<file path="config.mk">
export PLATFORM = sky130hd
export DESIGN_NAME = wavelet_pe_sink_ctrl
export DESIGN_NICKNAME = d
export VERILOG_FILES = /design/src/rtl/wavelet_pe_pkg.sv /design/src/rtl/wavelet_level_counter.sv /design/src/rtl/wavelet_pe_sink_ctrl.sv
export SDC_FILE = /design/constraint.sdc
export NUM_CORES = 1
export LEC_CHECK = 0
export ABC_CLOCK_PERIOD_IN_PS = 3100
export CORE_MARGIN = 2
export CORE_UTILIZATION = 30
export CTS_CLUSTER_DIAMETER = 150
export DETAILED_ROUTE_END_ITERATION = 10
export PLACE_DENSITY = 0.58
export SLEW_MARGIN = 10
export SYNTH_ARGS = -nofsm -noshare
export SYNTH_HDL_FRONTEND = slang
export SYNTH_HIERARCHICAL = 1
export SYNTH_SLANG_ARGS = --single-unit
export TNS_END_PERCENT = 20
</file>
<file path="constraint.sdc">
create_clock -name clk -period 3.1 [get_ports clk]
set_input_delay 0.62 -clock clk [delete_from_list [all_inputs] [get_ports clk]]
set_output_delay 0.62 -clock clk [all_outputs]
set_load 0.02 [all_outputs]
</file>
<file path="src/rtl/wavelet_pe_pkg.sv">
`timescale 1ns/1ps
`default_nettype none
// ============================================================================
//  Module      : wavelet_pe_pkg
//  Description : Shared types and helpers for the wavelet PE sink controller.
//                Holds the sequencer state encoding, default buffer geometry
//                and the per-level output-length halving function.
//  Revision    : 1.0  initial release
// ============================================================================
package wavelet_pe_pkg;

    localparam int c_DEF_OBUFF_CELL_COUNT = 2048;
    localparam int c_DEF_APPROX_BASE_A    = 1024;
    localparam int c_DEF_APPROX_BASE_B    = 1536;
    localparam int c_DEF_MAX_LEVELS       = 8;

    typedef enum logic [2:0] {
        S_IDLE  = 3'd0,
        S_INIT  = 3'd1,
        S_RUN   = 3'd2,
        S_FLUSH = 3'd3,
        S_DRAIN = 3'd4,
        S_NEXT  = 3'd5,
        S_FIN   = 3'd6
    } sink_ctrl_state_t;

    // One decimation stage yields ceil(in_len / 2) outputs per band. The sum
    // is formed one bit wider than the operand so in_len+1 cannot wrap; the
    // caller truncates the result to its address width.
    function automatic logic [31:0] halve_len(input logic [31:0] in_len);
        logic [32:0] w_sum;
        w_sum = {1'b0, in_len} + 33'd1;
        return w_sum[32:1];
    endfunction

endpackage
`default_nettype wire

</file>
<file path="src/rtl/wavelet_level_counter.sv">
`timescale 1ns/1ps
`default_nettype none
// ============================================================================
//  Module      : wavelet_level_counter
//  Description : Counts FIR high-pass and low-pass output strobes within one
//                decomposition level, flags when both bands reached the level
//                length, and flags strobes that would exceed it.
//  Ports       : clk, rst            clock / async active-high reset
//                i_init              level INIT cycle: counters restart
//                i_run               level RUN cycle: strobes counted
//                i_flush             FLUSH cycle: HP strobes are illegal
//                i_hp_valid          HP output strobe
//                i_lp_valid          LP output strobe
//                i_cur_len           outputs expected per band this level
//                o_hp_cnt            HP strobes counted so far
//                o_all_done          both bands reached i_cur_len
//                o_overrun           1-cycle flag: strobe beyond i_cur_len
//  Revision    : 1.0  initial release
// ============================================================================
module wavelet_level_counter #(
    parameter int CNT_WIDTH = 11
) (
    input  logic                 clk,
    input  logic                 rst,
    input  logic                 i_init,
    input  logic                 i_run,
    input  logic                 i_flush,
    input  logic                 i_hp_valid,
    input  logic                 i_lp_valid,
    input  logic [CNT_WIDTH-1:0] i_cur_len,
    output logic [CNT_WIDTH-1:0] o_hp_cnt,
    output logic                 o_all_done,
    output logic                 o_overrun
);

    logic [CNT_WIDTH-1:0] r_hp_cnt;
    logic [CNT_WIDTH-1:0] r_lp_cnt;

    logic                 w_count_win;
    logic                 w_active;
    logic [CNT_WIDTH-1:0] w_hp_base;
    logic [CNT_WIDTH-1:0] w_lp_base;
    logic                 w_hp_full;
    logic                 w_lp_full;
    logic                 w_hp_inc;
    logic                 w_lp_inc;
    logic                 w_hp_ovr;
    logic                 w_lp_ovr;

    // HP strobes are only legal in INIT/RUN; during FLUSH the sink is forcing
    // the HP column itself. LP keeps counting through FLUSH.
    assign w_count_win = i_init | i_run;
    assign w_active    = w_count_win | i_flush;

    // In INIT the counters restart from zero, yet a strobe in that same cycle
    // still counts, so the comparison base is zero rather than the old count.
    assign w_hp_base = i_init ? '0 : r_hp_cnt;
    assign w_lp_base = i_init ? '0 : r_lp_cnt;
    assign w_hp_full = (w_hp_base == i_cur_len);
    assign w_lp_full = (w_lp_base == i_cur_len);

    assign w_hp_inc = i_hp_valid & w_count_win & ~w_hp_full;
    assign w_lp_inc = i_lp_valid & w_active & ~w_lp_full;
    assign w_hp_ovr = i_hp_valid & ((w_count_win & w_hp_full) | i_flush);
    assign w_lp_ovr = i_lp_valid & w_active & w_lp_full;

    always_ff @(posedge clk or posedge rst) begin
        if (rst) begin
            r_hp_cnt <= '0;
            r_lp_cnt <= '0;
        end else if (w_active) begin
            r_hp_cnt <= w_hp_base + {{(CNT_WIDTH-1){1'b0}}, w_hp_inc};
            r_lp_cnt <= w_lp_base + {{(CNT_WIDTH-1){1'b0}}, w_lp_inc};
        end
    end

    assign o_hp_cnt   = r_hp_cnt;
    assign o_all_done = (r_hp_cnt == i_cur_len) && (r_lp_cnt == i_cur_len);
    assign o_overrun  = w_hp_ovr | w_lp_ovr;

endmodule
`default_nettype wire

</file>
<file path="src/rtl/wavelet_pe_sink_ctrl.sv">
`timescale 1ns/1ps
`default_nettype none
// ============================================================================
//  Module      : wavelet_pe_sink_ctrl
//  Description : Level sequencer for the wavelet PE output sink. Steps through
//                the requested decomposition levels, derives per-level output
//                lengths, drives the sink's base/offset resets, HP force-count
//                and the ping-pong approximation base, and watches the FIR
//                output strobes to detect level end.
//  Ports       : clk, rst                  clock / async active-high reset
//                start                     begin transform (IDLE only)
//                num_levels, signal_len    job description, sampled on start
//                level_abort               upstream ended the level early
//                fir_hp/lp_output_valid    FIR output strobes
//                cur/prev_outputs_len      per-band length, this/previous level
//                obuff_w_*_rst             sink reset pulses (INIT)
//                obuff_w_hp_force_cen      HP force-count enable (FLUSH)
//                obuff_w_approx_addr       LP write base, this level
//                approx_rd_base            LP base of previous level
//                level_start               FIR source may begin this level
//                cur_level                 running level index
//                busy, done                not IDLE / end-of-transform pulse
//                err_overrun               sticky strobe-overrun flag
//  Revision    : 1.0  initial release
// ============================================================================
module wavelet_pe_sink_ctrl
    import wavelet_pe_pkg::*;
#(
    parameter int OBUFF_CELL_COUNT = c_DEF_OBUFF_CELL_COUNT,
    parameter int APPROX_BASE_A    = c_DEF_APPROX_BASE_A,
    parameter int APPROX_BASE_B    = c_DEF_APPROX_BASE_B,
    parameter int MAX_LEVELS       = c_DEF_MAX_LEVELS,
    parameter int OBUFF_ADDR_WIDTH = $clog2(OBUFF_CELL_COUNT),
    parameter int LVL_WIDTH        = $clog2(MAX_LEVELS + 1)
) (
    input  logic                        clk,
    input  logic                        rst,
    input  logic                        start,
    input  logic [LVL_WIDTH-1:0]        num_levels,
    input  logic [OBUFF_ADDR_WIDTH-1:0] signal_len,
    input  logic                        level_abort,
    input  logic                        fir_hp_output_valid,
    input  logic                        fir_lp_output_valid,
    output logic [OBUFF_ADDR_WIDTH-1:0] cur_outputs_len,
    output logic [OBUFF_ADDR_WIDTH-1:0] prev_outputs_len,
    output logic                        obuff_w_offset_rst,
    output logic                        obuff_w_hp_base_reg_rst,
    output logic                        obuff_w_lp_base_reg_rst,
    output logic                        obuff_w_hp_force_cen,
    output logic [OBUFF_ADDR_WIDTH-1:0] obuff_w_approx_addr,
    output logic [OBUFF_ADDR_WIDTH-1:0] approx_rd_base,
    output logic                        level_start,
    output logic [LVL_WIDTH-1:0]        cur_level,
    output logic                        busy,
    output logic                        done,
    output logic                        err_overrun
);

    localparam logic [OBUFF_ADDR_WIDTH-1:0] c_BASE_A = OBUFF_ADDR_WIDTH'(APPROX_BASE_A);
    localparam logic [OBUFF_ADDR_WIDTH-1:0] c_BASE_B = OBUFF_ADDR_WIDTH'(APPROX_BASE_B);

    sink_ctrl_state_t r_state;
    sink_ctrl_state_t w_state_nxt;

    logic [LVL_WIDTH-1:0]        r_num_levels;
    logic [LVL_WIDTH-1:0]        r_level;
    logic [OBUFF_ADDR_WIDTH-1:0] r_cur;
    logic [OBUFF_ADDR_WIDTH-1:0] r_prev;
    logic [OBUFF_ADDR_WIDTH-1:0] r_approx_wr;
    logic [OBUFF_ADDR_WIDTH-1:0] r_approx_rd;
    logic [OBUFF_ADDR_WIDTH-1:0] r_flush_rem;
    logic                        r_err;

    logic                        w_start_ok;
    logic                        w_last_level;
    logic                        w_level_done;
    logic                        w_abort_flush;
    logic [OBUFF_ADDR_WIDTH-1:0] w_hp_cnt;
    logic                        w_all_done;
    logic                        w_overrun;

    assign w_start_ok    = (r_state == S_IDLE) && start;
    assign w_last_level  = ((r_level + LVL_WIDTH'(1)) == r_num_levels);
    // A strobe still in flight means the sink is not finished with the level.
    assign w_level_done  = w_all_done && !fir_hp_output_valid && !fir_lp_output_valid;
    assign w_abort_flush = (w_hp_cnt < r_cur);

    wavelet_level_counter #(
        .CNT_WIDTH (OBUFF_ADDR_WIDTH)
    ) u_level_counter (
        .clk        (clk),
        .rst        (rst),
        .i_init     (r_state == S_INIT),
        .i_run      (r_state == S_RUN),
        .i_flush    (r_state == S_FLUSH),
        .i_hp_valid (fir_hp_output_valid),
        .i_lp_valid (fir_lp_output_valid),
        .i_cur_len  (r_cur),
        .o_hp_cnt   (w_hp_cnt),
        .o_all_done (w_all_done),
        .o_overrun  (w_overrun)
    );

    // ------------------------------------------------------------------------
    // State register
    // ------------------------------------------------------------------------
    always_ff @(posedge clk or posedge rst) begin
        if (rst) begin
            r_state <= S_IDLE;
        end else begin
            r_state <= w_state_nxt;
        end
    end

    // ------------------------------------------------------------------------
    // Next state and control outputs
    // ------------------------------------------------------------------------
    always_comb begin
        w_state_nxt             = r_state;
        obuff_w_offset_rst      = 1'b0;
        obuff_w_hp_base_reg_rst = 1'b0;
        obuff_w_lp_base_reg_rst = 1'b0;
        obuff_w_hp_force_cen    = 1'b0;
        level_start             = 1'b0;
        done                    = 1'b0;

        unique case (r_state)
            S_IDLE: begin
                if (start) begin
                    w_state_nxt = (num_levels == '0) ? S_FIN : S_INIT;
                end
            end
            S_INIT: begin
                obuff_w_offset_rst      = 1'b1;
                obuff_w_lp_base_reg_rst = 1'b1;
                // The HP base only restarts at the first level; deeper
                // levels append their detail coefficients behind it.
                obuff_w_hp_base_reg_rst = (r_level == '0);
                level_start             = 1'b1;
                w_state_nxt             = S_RUN;
            end
            S_RUN: begin
                if (level_abort) begin
                    w_state_nxt = w_abort_flush ? S_FLUSH : S_DRAIN;
                end else if (w_level_done) begin
                    w_state_nxt = S_DRAIN;
                end
            end
            S_FLUSH: begin
                obuff_w_hp_force_cen = 1'b1;
                if (r_flush_rem <= OBUFF_ADDR_WIDTH'(1)) begin
                    w_state_nxt = S_DRAIN;
                end
            end
            S_DRAIN: begin
                w_state_nxt = S_NEXT;
            end
            S_NEXT: begin
                w_state_nxt = w_last_level ? S_FIN : S_INIT;
            end
            S_FIN: begin
                done        = 1'b1;
                w_state_nxt = S_IDLE;
            end
            default: begin
                w_state_nxt = S_IDLE;
            end
        endcase
    end

    // ------------------------------------------------------------------------
    // Level bookkeeping: lengths, level index, ping-pong bases, flush count
    // ------------------------------------------------------------------------
    always_ff @(posedge clk or posedge rst) begin
        if (rst) begin
            r_num_levels <= '0;
            r_level      <= '0;
            r_cur        <= '0;
            r_prev       <= '0;
            r_approx_wr  <= c_BASE_A;
            r_approx_rd  <= c_BASE_B;
            r_flush_rem  <= '0;
        end else begin
            if (w_start_ok) begin
                r_num_levels <= num_levels;
                r_level      <= '0;
                r_cur        <= OBUFF_ADDR_WIDTH'(halve_len(32'(signal_len)));
                r_prev       <= signal_len;
                r_approx_wr  <= c_BASE_A;
                r_approx_rd  <= c_BASE_B;
            end else if (r_state == S_NEXT) begin
                r_prev      <= r_cur;
                r_cur       <= OBUFF_ADDR_WIDTH'(halve_len(32'(r_cur)));
                r_level     <= r_level + LVL_WIDTH'(1);
                r_approx_wr <= r_approx_rd;
                r_approx_rd <= r_approx_wr;
            end

            if ((r_state == S_RUN) && level_abort && w_abort_flush) begin
                r_flush_rem <= r_cur - w_hp_cnt;
            end else if (r_state == S_FLUSH) begin
                r_flush_rem <= r_flush_rem - OBUFF_ADDR_WIDTH'(1);
            end
        end
    end

    // Sticky overrun flag; a freshly accepted job starts clean.
    always_ff @(posedge clk or posedge rst) begin
        if (rst) begin
            r_err <= 1'b0;
        end else if (w_start_ok) begin
            r_err <= 1'b0;
        end else if (w_overrun) begin
            r_err <= 1'b1;
        end
    end

    assign cur_outputs_len     = r_cur;
    assign prev_outputs_len    = r_prev;
    assign obuff_w_approx_addr = r_approx_wr;
    assign approx_rd_base      = r_approx_rd;
    assign cur_level           = r_level;
    assign busy                = (r_state != S_IDLE);
    assign err_overrun         = r_err;

endmodule
`default_nettype wire

</file>
# Word-level counts from Yosys, hierarchy flattened
# Cells that the tools add are included.
[word_totals] register_bits=89 latch_bits=0 mem_bits_rw=0 rom_bits=0 mem_count=0
[op_classes] addsub=7 multipliers=0 div=0 order_cmp=2 eq_ne=14 n_shift=0 muxes=28 bitwise_logic=13 reduce_logical=16
[op_table] operator="$mux W11" count=12
[op_table] operator="$eq A11 B11 Y1" count=4
[op_table] operator="$add A11 B1 Y12 const B" count=2
[op_table] operator="$add A11 B1 Y11" count=2
[op_table] operator="$mux W3" count=7
[op_table] operator="$pmux W3 S6" count=1
[op_table] operator="$le A11 B1 Y1 const B" count=1
[op_table] operator="$lt A11 B11 Y1" count=1
[op_table] operator="$sub A11 B1 Y11 const B" count=1
[op_table] operator="$sub A11 B11 Y11" count=1
[op_table] operator="$eq A3 B3 Y1 const B" count=3
[op_table] operator="$logic_not A4 Y1" count=2
[op_table] operator="$mux W4" count=2
[op_table] operator="$and A1 B1 Y1" count=7
[op_table] operator="$eq A3 B2 Y1 const B" count=2
[op_table] operator="$logic_and A1 B1 Y1" count=6
[op_table] operator="$mux W1" count=6
[op_table] operator="$reduce_bool A2 Y1" count=3
[op_table] operator="$add A4 B1 Y4 const B" count=1
[op_table] operator="$eq A4 B4 Y1" count=1
[op_table] operator="$ne A2 B2 Y1 const B" count=2
[op_table] operator="$or A1 B1 Y1" count=4
[op_table] operator="$eq A3 B1 Y1 const B" count=1
[op_table] operator="$logic_not A3 Y1" count=1
[op_table] operator="5 further kinds" count=7

# Depth between registers and ports, before layout
[logic_depth] depth_word=9 depth_mapped=16 depth_no_buf=13

# Cells and area by module
# Netlist, hierarchy kept.
[modules_own_cells] mod="wavelet_pe_sink_ctrl" n_inst=1 cells_each=488 area_per_inst_um2=4205.3
[modules_own_cells] mod="wavelet_level_counter" n_inst=1 cells_each=217 area_per_inst_um2=1819.2

# Least setup slack after synthesis
# OpenSTA, ideal clock, no wires.
[synth_timing] path_type="register to register" from="register r_state[1]" to="register u_level_counter.r_hp_cnt[10] (netlist: u_level_counter/o_hp_cnt[10])" t_arrival_ns=2.978 required_time_ns=2.968 slack_ns=-0.010 stages_incl_launch_ff=17 path_buffers=4 synth_period_minus_slack_ns=3.110 path_cell_list="dfrtp_1 buf_4 inv_1 and3_1 buf_6 buf_2 buf_2 nor2_1 o32ai_1 and3_1 a21oi_1 ha_1 ha_1 and4_1 nand4_1 xor2_1 nor2_1"
[synth_via] elab_chain_len=6
[synth_lines] element="start: declaration" line_no="wavelet_pe_sink_ctrl.sv:62" text="sink_ctrl_state_t r_state;"
[synth_lines] element="start signal: assignment" line_no="wavelet_pe_sink_ctrl.sv:111" text="r_state <= w_state_nxt;"
[synth_lines] element="$eq A3 B1 Y1" line_no="wavelet_pe_sink_ctrl.sv:93" text=".i_init (r_state == S_INIT),"
[synth_lines] element="$mux W11" line_no="wavelet_level_counter.sv:57" text="assign w_hp_base = i_init ? '0 : r_hp_cnt;"
[synth_lines] element="$eq A11 B11 Y1" line_no="wavelet_level_counter.sv:59" text="assign w_hp_full = (w_hp_base == i_cur_len);"
[synth_lines] element="$not A1 Y1" line_no="wavelet_level_counter.sv:62" text="assign w_hp_inc = i_hp_valid & w_count_win & ~w_hp_full;"
[synth_lines] element="$and A1 B1 Y1" line_no="wavelet_level_counter.sv:62"
[synth_lines] element="$add A11 B1 Y11" line_no="wavelet_level_counter.sv:72" text="r_hp_cnt <= w_hp_base + {{(CNT_WIDTH-1){1'b0}}, w_hp_inc};"
[synth_lines] element="end signal: assignment" line_no="wavelet_level_counter.sv:72"
[synth_lines] element="end: declaration" line_no="wavelet_level_counter.sv:36" text="logic [CNT_WIDTH-1:0] r_hp_cnt;"
# Several ways; a longest one is shown, not always the timed one.
# A chain may end at the register's enable or synchronous reset.

# Worst setup path in the final report
[layout_timing] from="register r_state[2]" to="register u_level_counter.r_hp_cnt[6] (netlist: u_level_counter/o_hp_cnt[6])"
# The elaborated chain is that of the path after synthesis.

==> summary.txt <==
STA
  • Worst slew slack as a fraction of its limit: between 40% and 50%
  • Worst hold margin: 471 ps
  • Unrepaired setup endpoints after global routing: false
  • Fmax: between 300 and 400 MHz
  • Final setup viols: 0
  • Final worst clock skew: 5.51 ps
  • Tightest Pin Transition: 883 ps
  • Share of the clock period used by the worst path after layout: around 92%
  • Final critical-path required period: around 2900 ps
  • Max Slew Vio Count: 0
  • Count of final hold-check violations: 0
  • Total negative setup slack: 0 ps

Synthesis
  • Post-Syn Instances: just over 700
  • Top area cells in the synthesized netlist: sky130_fd_sc_hd__dfrtp_1 36%, sky130_fd_sc_hd__nand2_1 7.4%, sky130_fd_sc_hd__xnor2_1 4.5%
  • Most frequently used flop master after synthesis: sky130_fd_sc_hd__dfrtp_1
  • Number of distinct library cells after synthesis: between 80 and 90
  • Count of flip-flops with a built-in enable after synthesis: 0
  • Top cell type's share of synthesized area: a little over a third
  • Post-Synthesis Cell Area: 6020 um^2
  • Post-synthesis async set-or-reset flop share: 100%
  • Number of flip-flops and latches in the synthesized netlist: 89
  • Average instance area after synthesis: approximately 8.5 um^2
  • Proportion of synthesized chip area in sequential cells: between 30% and 40%
  • Cell taking the most area after synthesis: sky130_fd_sc_hd__dfrtp_1
  • Synthesized net count: roughly 750
  • Yosys warning total: 6

Clock tree
  • Hold bufs inserted after CTS: 0
  • Clock tree from TritonCTS: done
  • Clock buffer count from CTS: 9
  • Buffer levels on the longest clock path: 2
  • Buffers inserted during post-CTS setup optimization: 0
  • Clock Latency Late Sink: about 350 ps
  • Clock transition time at the flip-flop clock pins of the worst setup and hold paths: around 70 ps
  • Number of clock sinks seen by CTS: 89
  • CTS H-Tree Depth: 3
  • Root buffer selected by CTS: sky130_fd_sc_hd__clkbuf_16

Flow run
  • Max-Cap Viols: 0

Placement
  • Post-detailed-placement half-perimeter wirelength: about 13 mm
  • Global placement routability congestion: between 0.8 and 0.9
  • Placed inst area: 7150 um^2
  • Count of input and output buffers: 76

Final layout
  • Layout overhead on the synthesized area: 23.5%
  • Post-layout util: a little under two fifths
  • Share of final-layout standard cells stronger than drive strength 1: around 10%
  • Summed area of non-filler cells in the final layout: between 7000 and 8000 um^2
  • Layout filler cell count: between 2000 and 2500
  • Final Net Count: around 830
  • Number of antenna diodes: 0

Worst hold path
  • Number of stages on the worst hold path: 2
  • Kind of path behind the tightest hold check: reg2reg

Power
  • Static Leak: slightly above 3 nW
  • Power per cell area: between 800 and 900 nW/um^2
  • Worst ir drop on vdd: 0.000379 V
  • Total power after layout: ~0.0066 W

Global routing
  • Tot GR Track Use: about 17%
  • Largest net degree at the start of global routing: 30
  • Global-route wire length before repair: between 20 and 30 mm
  • Antenna violations before repair: 0
  • Number of global-route vias before repair: slightly above 5000
  • Global-route congestion overflow total: 0

Setup path
  • Critical Path End Type: flop
  • Worst Path Buf+Inv: 1
  • Required time at the endpoint of the critical path: 3350 ps
  • CP Launch Type: flop
  • Cell class contributing the biggest share of worst-path delay: simple AND/OR/NAND/NOR gates
  • Largest incremental delay on the critical path: around 530 ps
  • Path length in cells of the critical path: 12
  • Depth of the worst register-to-register path: 12
  • Most common cell on crit path: sky130_fd_sc_hd__ha_1
  • Slowest cell on the critical path: sky130_fd_sc_hd__or4_1
  • Arrival time reported for the critical path endpoint: approximately 3100 ps
  • Largest driver fanout on the critical path: 14
  • Critical setup path kind: reg2reg
  • Worst path cell trace: inv_1 > and3_4 > or4_1 > a32oi_1 > and3_1 > a21oi_1 > ha_1 > ha_1 > and4_1 > nand3_1 > xor2_1 > nor2_1

Routing
  • Violation count after the first detailed-route iteration: between 300 and 400
  • Total wire length after detailed routing: approximately 17 mm
  • # DRC: 0
  • Router iterations before antenna repair: 7
  • Post-detailed-route via-to-cell ratio: 5.08
  • Via Count: approximately 5400
  • DRT antenna net count: 0
  • Mean routed wirelength per cell: roughly 16 um

Floorplan
  • Die Wd: roughly 150 um
  • Chip height: roughly 150 um
  • Starting density of the core: a little under a third
  • Boundary Pins: 77
  • Die footprint: roughly 21000 um^2
  • Row cnt: between 50 and 60
  • Floorplan Core Area: approximately 20000 um^2

Outcome
  • Run status: finished, final reports clean
tightest hold or removal path, delay by kind of cell (launching register included):
family           cells  cell delay [ps]
DFF                  1              380
and+or+nand+nor      2               90
power breakdown:
group	switching, W	total (W)	leakage, nW	internal (W)
clock	0.000495	0.00106	0.135	0.000567
combinational	0.00202	0.00361	1.78	0.00159
sequential	0.000450	0.00194	1.14	0.00149
total	0.00296	0.00661	3.05	0.00365
through the flow:
stage | worst slack, ps | cells
floorplan | 103 | 705
global placement | 122 | 1039
detailed placement | 64.3 | 1039
CTS | 175 | 1055
global route | 76.6 | 1055
finish | 249 | 1055
worst paths after layout:
check,slack (ps),from,endpoint
min in group asynchronous,650,rst,prev_outputs_len[10]$_DFFE_PP0P_
setup reg to reg,250,r_state[2]$_DFFE_PP0P_,u_level_counter/o_hp_cnt[6]$_DFFE_PP0N_
hold / removal,470,obuff_w_approx_addr[10]$_DFFE_PP1P_,approx_rd_base[10]$_DFFE_PP1P_
setup / recovery,250,r_state[2]$_DFFE_PP0P_,u_level_counter/o_hp_cnt[6]$_DFFE_PP0N_
max in group asynchronous,1700,rst,approx_rd_base[9]$_DFFE_PP1P_
hold reg to reg,470,obuff_w_approx_addr[10]$_DFFE_PP1P_,approx_rd_base[10]$_DFFE_PP1P_
final cells by class:
class | count | area, um^2 | area share (%)
Clock buffer | 10 | 239 | 3.21
Clock inverter | 6 | 42.5 | 0.572
Inverter | 33 | 124 | 1.66
Multi-Input combinational cell | 547 | 3480 | 46.8
Sequential cell | 89 | 2230 | 30.0
Tap cell | 265 | 332 | 4.46
Timing Repair Buffer | 105 | 991 | 13.3
routing by layer:
| metal | share of wire [%] | vias up | track usage [%] |
|---|---|---|---|
| met2 | 47 | 115 | 26.0 |
| li1 | - | 2626 | - |
| met4 | 1.9 | 0 | 5.49 |
| met5 | 0 | - | 0 |
| met3 | 4.0 | 20 | 2.26 |
| met1 | 48 | 2598 | 23.5 |
synthesized netlist by cell type (4+ instances only):
| cell | count |
|---|---|
| sky130_fd_sc_hd__o31ai_1 | 4 |
| sky130_fd_sc_hd__nand3b_1 | 4 |
| sky130_fd_sc_hd__and3_1 | 9 |
| sky130_fd_sc_hd__a31oi_1 | 10 |
| sky130_fd_sc_hd__ha_1 | 21 |
| sky130_fd_sc_hd__or3_1 | 4 |
| sky130_fd_sc_hd__nand3_1 | 29 |
| sky130_fd_sc_hd__nand2_1 | 119 |
| sky130_fd_sc_hd__nor3_1 | 13 |
| sky130_fd_sc_hd__nand4_1 | 10 |
| sky130_fd_sc_hd__a21oi_1 | 46 |
| sky130_fd_sc_hd__mux2_2 | 8 |
| sky130_fd_sc_hd__nor2_1 | 65 |
| sky130_fd_sc_hd__xor2_1 | 25 |
| sky130_fd_sc_hd__nand2b_1 | 11 |
| sky130_fd_sc_hd__dfrtp_1 | 86 |
| sky130_fd_sc_hd__mux2i_1 | 7 |
| sky130_fd_sc_hd__o21ai_0 | 29 |
| sky130_fd_sc_hd__inv_1 | 30 |
| sky130_fd_sc_hd__buf_4 | 9 |
| sky130_fd_sc_hd__and2_1 | 4 |
| sky130_fd_sc_hd__xnor2_1 | 31 |
| sky130_fd_sc_hd__buf_2 | 12 |
| sky130_fd_sc_hd__clkbuf_1 | 11 |
| sky130_fd_sc_hd__nor2b_1 | 10 |
| sky130_fd_sc_hd__nor4_1 | 4 |
what timing repair did:
item	CTS	global route
endpoints found under the setup margin	0	5
endpoints found under the hold margin	0	0
resized for setup	0	2
sequential cells by signal, summed over array words and instances, names as in the netlist:
| name | flops |
|---|---|
| cur_outputs_len | 11 |
| u_level_counter/o_hp_cnt | 11 |
| prev_outputs_len | 11 |
| obuff_w_approx_addr | 11 |
| cur_level | 4 |
| r_state | 3 |
| r_num_levels | 4 |
| r_flush_rem | 11 |
| approx_rd_base | 11 |
| err_overrun | 1 |
| u_level_counter/r_lp_cnt | 11 |
cells by family after synthesis:
logic type	share of synthesized area [%]
and+or+nand+nor	25.9
buffers and inverters	5.36
DFF	37.0
xor gates and xnor gates	8.41
adders and majority gates	4.69
AOI/OAI and AO/OA	15.9
muxes	2.66
cell usage in the layout, fill, tap and decap left out, drive strengths merged, types with 3 or more instances in the layout:
cell / instances
or4: 4
xor2: 26
and3: 9
nand3b: 4
clkbuf: 10
nor3: 16
a21o: 3
o32ai: 3
o211ai: 4
nor4: 5
nor4b: 5
o31ai: 6
nor2b: 10
mux2: 8
dfstp: 3
buf: 29
nor2: 65
nand2b: 12
xnor2: 31
inv: 33
or3: 5
clkdlybuf4s50: 76
nand4: 12
a31oi: 10
a21oi: 46
nand2: 119
dfrtp: 86
o21ai: 33
a22oi: 3
clkinv: 4
nand3: 30
o21a: 3
a222oi: 3
mux2i: 7
and2: 4
ha: 21
No activity file was read; power rests on OpenSTA's default activity.
==> edit, RTL diff (config.mk and constraints unchanged) <==
Make the reset (`rst`) synchronous in 4 clocked blocks. Comments in the files are not updated.
--- a/src/rtl/wavelet_level_counter.sv
+++ b/src/rtl/wavelet_level_counter.sv
@@ -65,5 +65,5 @@
     assign w_lp_ovr = i_lp_valid & w_active & w_lp_full;
 
-    always_ff @(posedge clk or posedge rst) begin
+    always_ff @(posedge clk) begin
         if (rst) begin
             r_hp_cnt <= '0;
--- a/src/rtl/wavelet_pe_sink_ctrl.sv
+++ b/src/rtl/wavelet_pe_sink_ctrl.sv
@@ -105,5 +105,5 @@
     // State register
     // ------------------------------------------------------------------------
-    always_ff @(posedge clk or posedge rst) begin
+    always_ff @(posedge clk) begin
         if (rst) begin
             r_state <= S_IDLE;
@@ -172,5 +172,5 @@
     // Level bookkeeping: lengths, level index, ping-pong bases, flush count
     // ------------------------------------------------------------------------
-    always_ff @(posedge clk or posedge rst) begin
+    always_ff @(posedge clk) begin
         if (rst) begin
             r_num_levels <= '0;
@@ -206,5 +206,5 @@
 
     // Sticky overrun flag; a freshly accepted job starts clean.
-    always_ff @(posedge clk or posedge rst) begin
+    always_ff @(posedge clk) begin
         if (rst) begin
             r_err <= 1'b0;
Function: differs if rst is asserted again (counterexample within 4 cycles, from zero or initial values and one cycle with rst high); with rst held inactive, the same outputs for 4 cycles.
==> edit against the unedited design <==
- the run now ends with design-rule violations left
- critical path depth did not move
- area after synthesis down 7.7%
- combinational power is 24% lower
- total power decreased by 19%
- non-clock buffer count up 6
- worst setup slack worse by 0.043 ns
- sequential cell count unchanged
- count of clock-buffer cells in the layout decreased by 1
- final area decreased by 6.2%
- wire length decreased by 0.43%
- final cell count decreased by 0.85%
- critical path type unchanged
- largest power group unchanged
==> edit: results (changes against the unedited design) <==
synthesis:
  synthDistinctLibCells: 78  # was 86
  yosys-top-cells-count: "nand2_1 (119), dfxtp_1 (89), nor2_1 (83), a21oi_1 (56), xnor2_1 (36)"  # was nand2_1 (119), dfrtp_1 (86), nor2_1 (65), a21oi_1 (46), xnor2_1 (31)
  yosysWarnings: 6  # unchanged
  synthMuxAreaShare: 0.00540  # was 0.0266
  synth_flop_cell: "dfxtp_1"  # was dfrtp_1
  synth-xor-area-share: 0.0882  # was 0.0841
  syn-num-nets: 771  # was 748
  async_reset_ff_frac: 0  # was 1.00
  synthAdderAreaFrac: 0.0509  # was 0.0469
  ys_seq_area_frac: 0.321  # was 0.370
  synth-compound-area-share: 0.192  # was 0.159
  postSynthAreaPerCell_sq_um: 7.64  # was 8.55 sq um
  synth_area_leaders: "dfxtp_1 (32%), nand2_1 (8.0%), xnor2_1 (5.7%), nor2_1 (5.6%), a21oi_1 (5.0%)"  # was dfrtp_1 (36%), nand2_1 (7.4%), xnor2_1 (4.5%), ha_1 (4.4%), nor2_1 (4.0%)
cts:
  post_cts_resized: 0  # unchanged
  cts-root-buf: "clkbuf_16"  # unchanged
  cts-htree-levels: 3  # unchanged
  clkTransAtPathRegs_ns: 0.08
  cts_buffers: 9  # unchanged
  clk_latency_ns: 0.36
  cts_buffer_depth: 2  # unchanged
  postCtsSetupRepairBufs: 0  # unchanged
final_layout:
  finalNonFillerCells: 1046  # was 1055
  nets: 855  # was 828
  layout-drive-gt1-share: 0.0857  # was 0.103
  num_antenna_cells: 0  # unchanged
  fillCellCount: 1858  # was 2010
place:
  globalplace.congestion: 0.925  # was 0.849
  dpl.hpwl_um: 12700  # was 12800 um
  port_buffers: 76  # unchanged
pwr:
  p_leak_nw: 2.50  # was 3.05 nW
  irDropWorstVdd_v: 0.000327  # was 0.000379 V
route:
  post_drt_wl_per_cell_um: 16.4  # was 16.3 um
  wl_met2_um: 7980  # was 8020 um
  routed-via-count: 5460  # was 5359
  drt_first_pass_iters: 10  # was 7
  met3RoutedLength_um: 947  # was 684 um
  drtIter0Drc: 470  # was 384
  m1WireLength_um: 7800  # was 8160 um
  route.antenna.remaining_nets: 0  # unchanged
  top_layer: "met4"  # unchanged
  drc: 4  # was 0
run_status:
  violations: "design-rule violations"
  status: "finished with violations"  # was finished, final reports clean
grt:
  antenna_found_initial: 0  # unchanged
  grt_max_degree: 37  # was 30
  grt_pass1_wl_um: 27600  # was 28200 um
  first_global_vias: 5169  # was 5136
  grt_usage: 0.175  # was 0.166
timing:
  finClkSkew_ns: 0.00780  # was 0.00551 ns
  worst_pin_slew_ns: 0.669  # was 0.883 ns
critical_path:
  slowest_stage: "nor4_1"  # was or4_1
  arrival_ns: 3.14  # was 3.10 ns
  worst_path_largest_cell_delay_ns: 0.62  # was 0.53 ns
  path_max_fanout: 9  # was 14
min_path:
  min_path_type: "flip-flop to flip-flop"  # unchanged
-- edit: final timing paths --
check,cells past startpoint,slack [ns],endpoint,startpoint
worst max-delay path,12,0.21,u_level_counter/o_hp_cnt[10],cur_outputs_len[6]
worst min-delay path,2,0.47,approx_rd_base[4],obuff_w_approx_addr[4]
worst max register to register,12,0.21,u_level_counter/o_hp_cnt[10],cur_outputs_len[6]
worst min register to register,2,0.47,approx_rd_base[4],obuff_w_approx_addr[4]
-- edit: cells by family (layout without fill, tap and decap cells) --
kind of cell | after synthesis | after routing
flops | 89 | 89
compound gates | 162 | 162
xor+xnor | 56 | 56
simple gates | 324 | 324
fa+ha+maj | 22 | 22
mux | 3 | 3
buf+inv | 72 | 161
-- edit: metal layers --
metal  up-vias  global-route usage
met2       136               0.283
met3        26              0.0270
li1       2720                   -
met5         -                   0
met1      2578               0.234
met4         0              0.0680
-- edit: per-stage QoR --
stage               power, mW  utilization  worst slack, ns  cell area, sq um
floorplan                3.33            -           0.0507              5560
global placement         4.29        0.369            0.264              6680
detailed placement       4.28        0.369            0.168              6680
CTS                      5.41        0.385            0.141              6970
global route             5.74        0.386            0.117              6980
finish                   5.38        0.386            0.206              6980
-- edit: cell type report --
| class | count | area [sq um] | share of cell area |
|---|---|---|---|
| well taps | 229 | 287 | 0.0411 |
| inverters | 34 | 128 | 0.0183 |
| multi-input cells | 567 | 3460 | 0.495 |
| repair buffers | 111 | 1030 | 0.148 |
| flip-flops and latches | 89 | 1780 | 0.255 |
| clock buffers | 9 | 225 | 0.0323 |
| clock inverters | 7 | 70.1 | 0.0100 |
-- edit: power breakdown --
group          switching [mW]  internal (mW)
registers               0.228           1.31
logic                    1.55           1.18
clock network           0.539          0.567
total                    2.31           3.07
-- edit: critical path, delay by kind of cell, from the launching register on --
kind / cells / cell delay [ns]
xor+xnor: 1 / 0.14
simple gates: 7 / 1.33
fa+ha+maj: 2 / 0.44
compound gates: 2 / 0.27
flops: 1 / 0.59
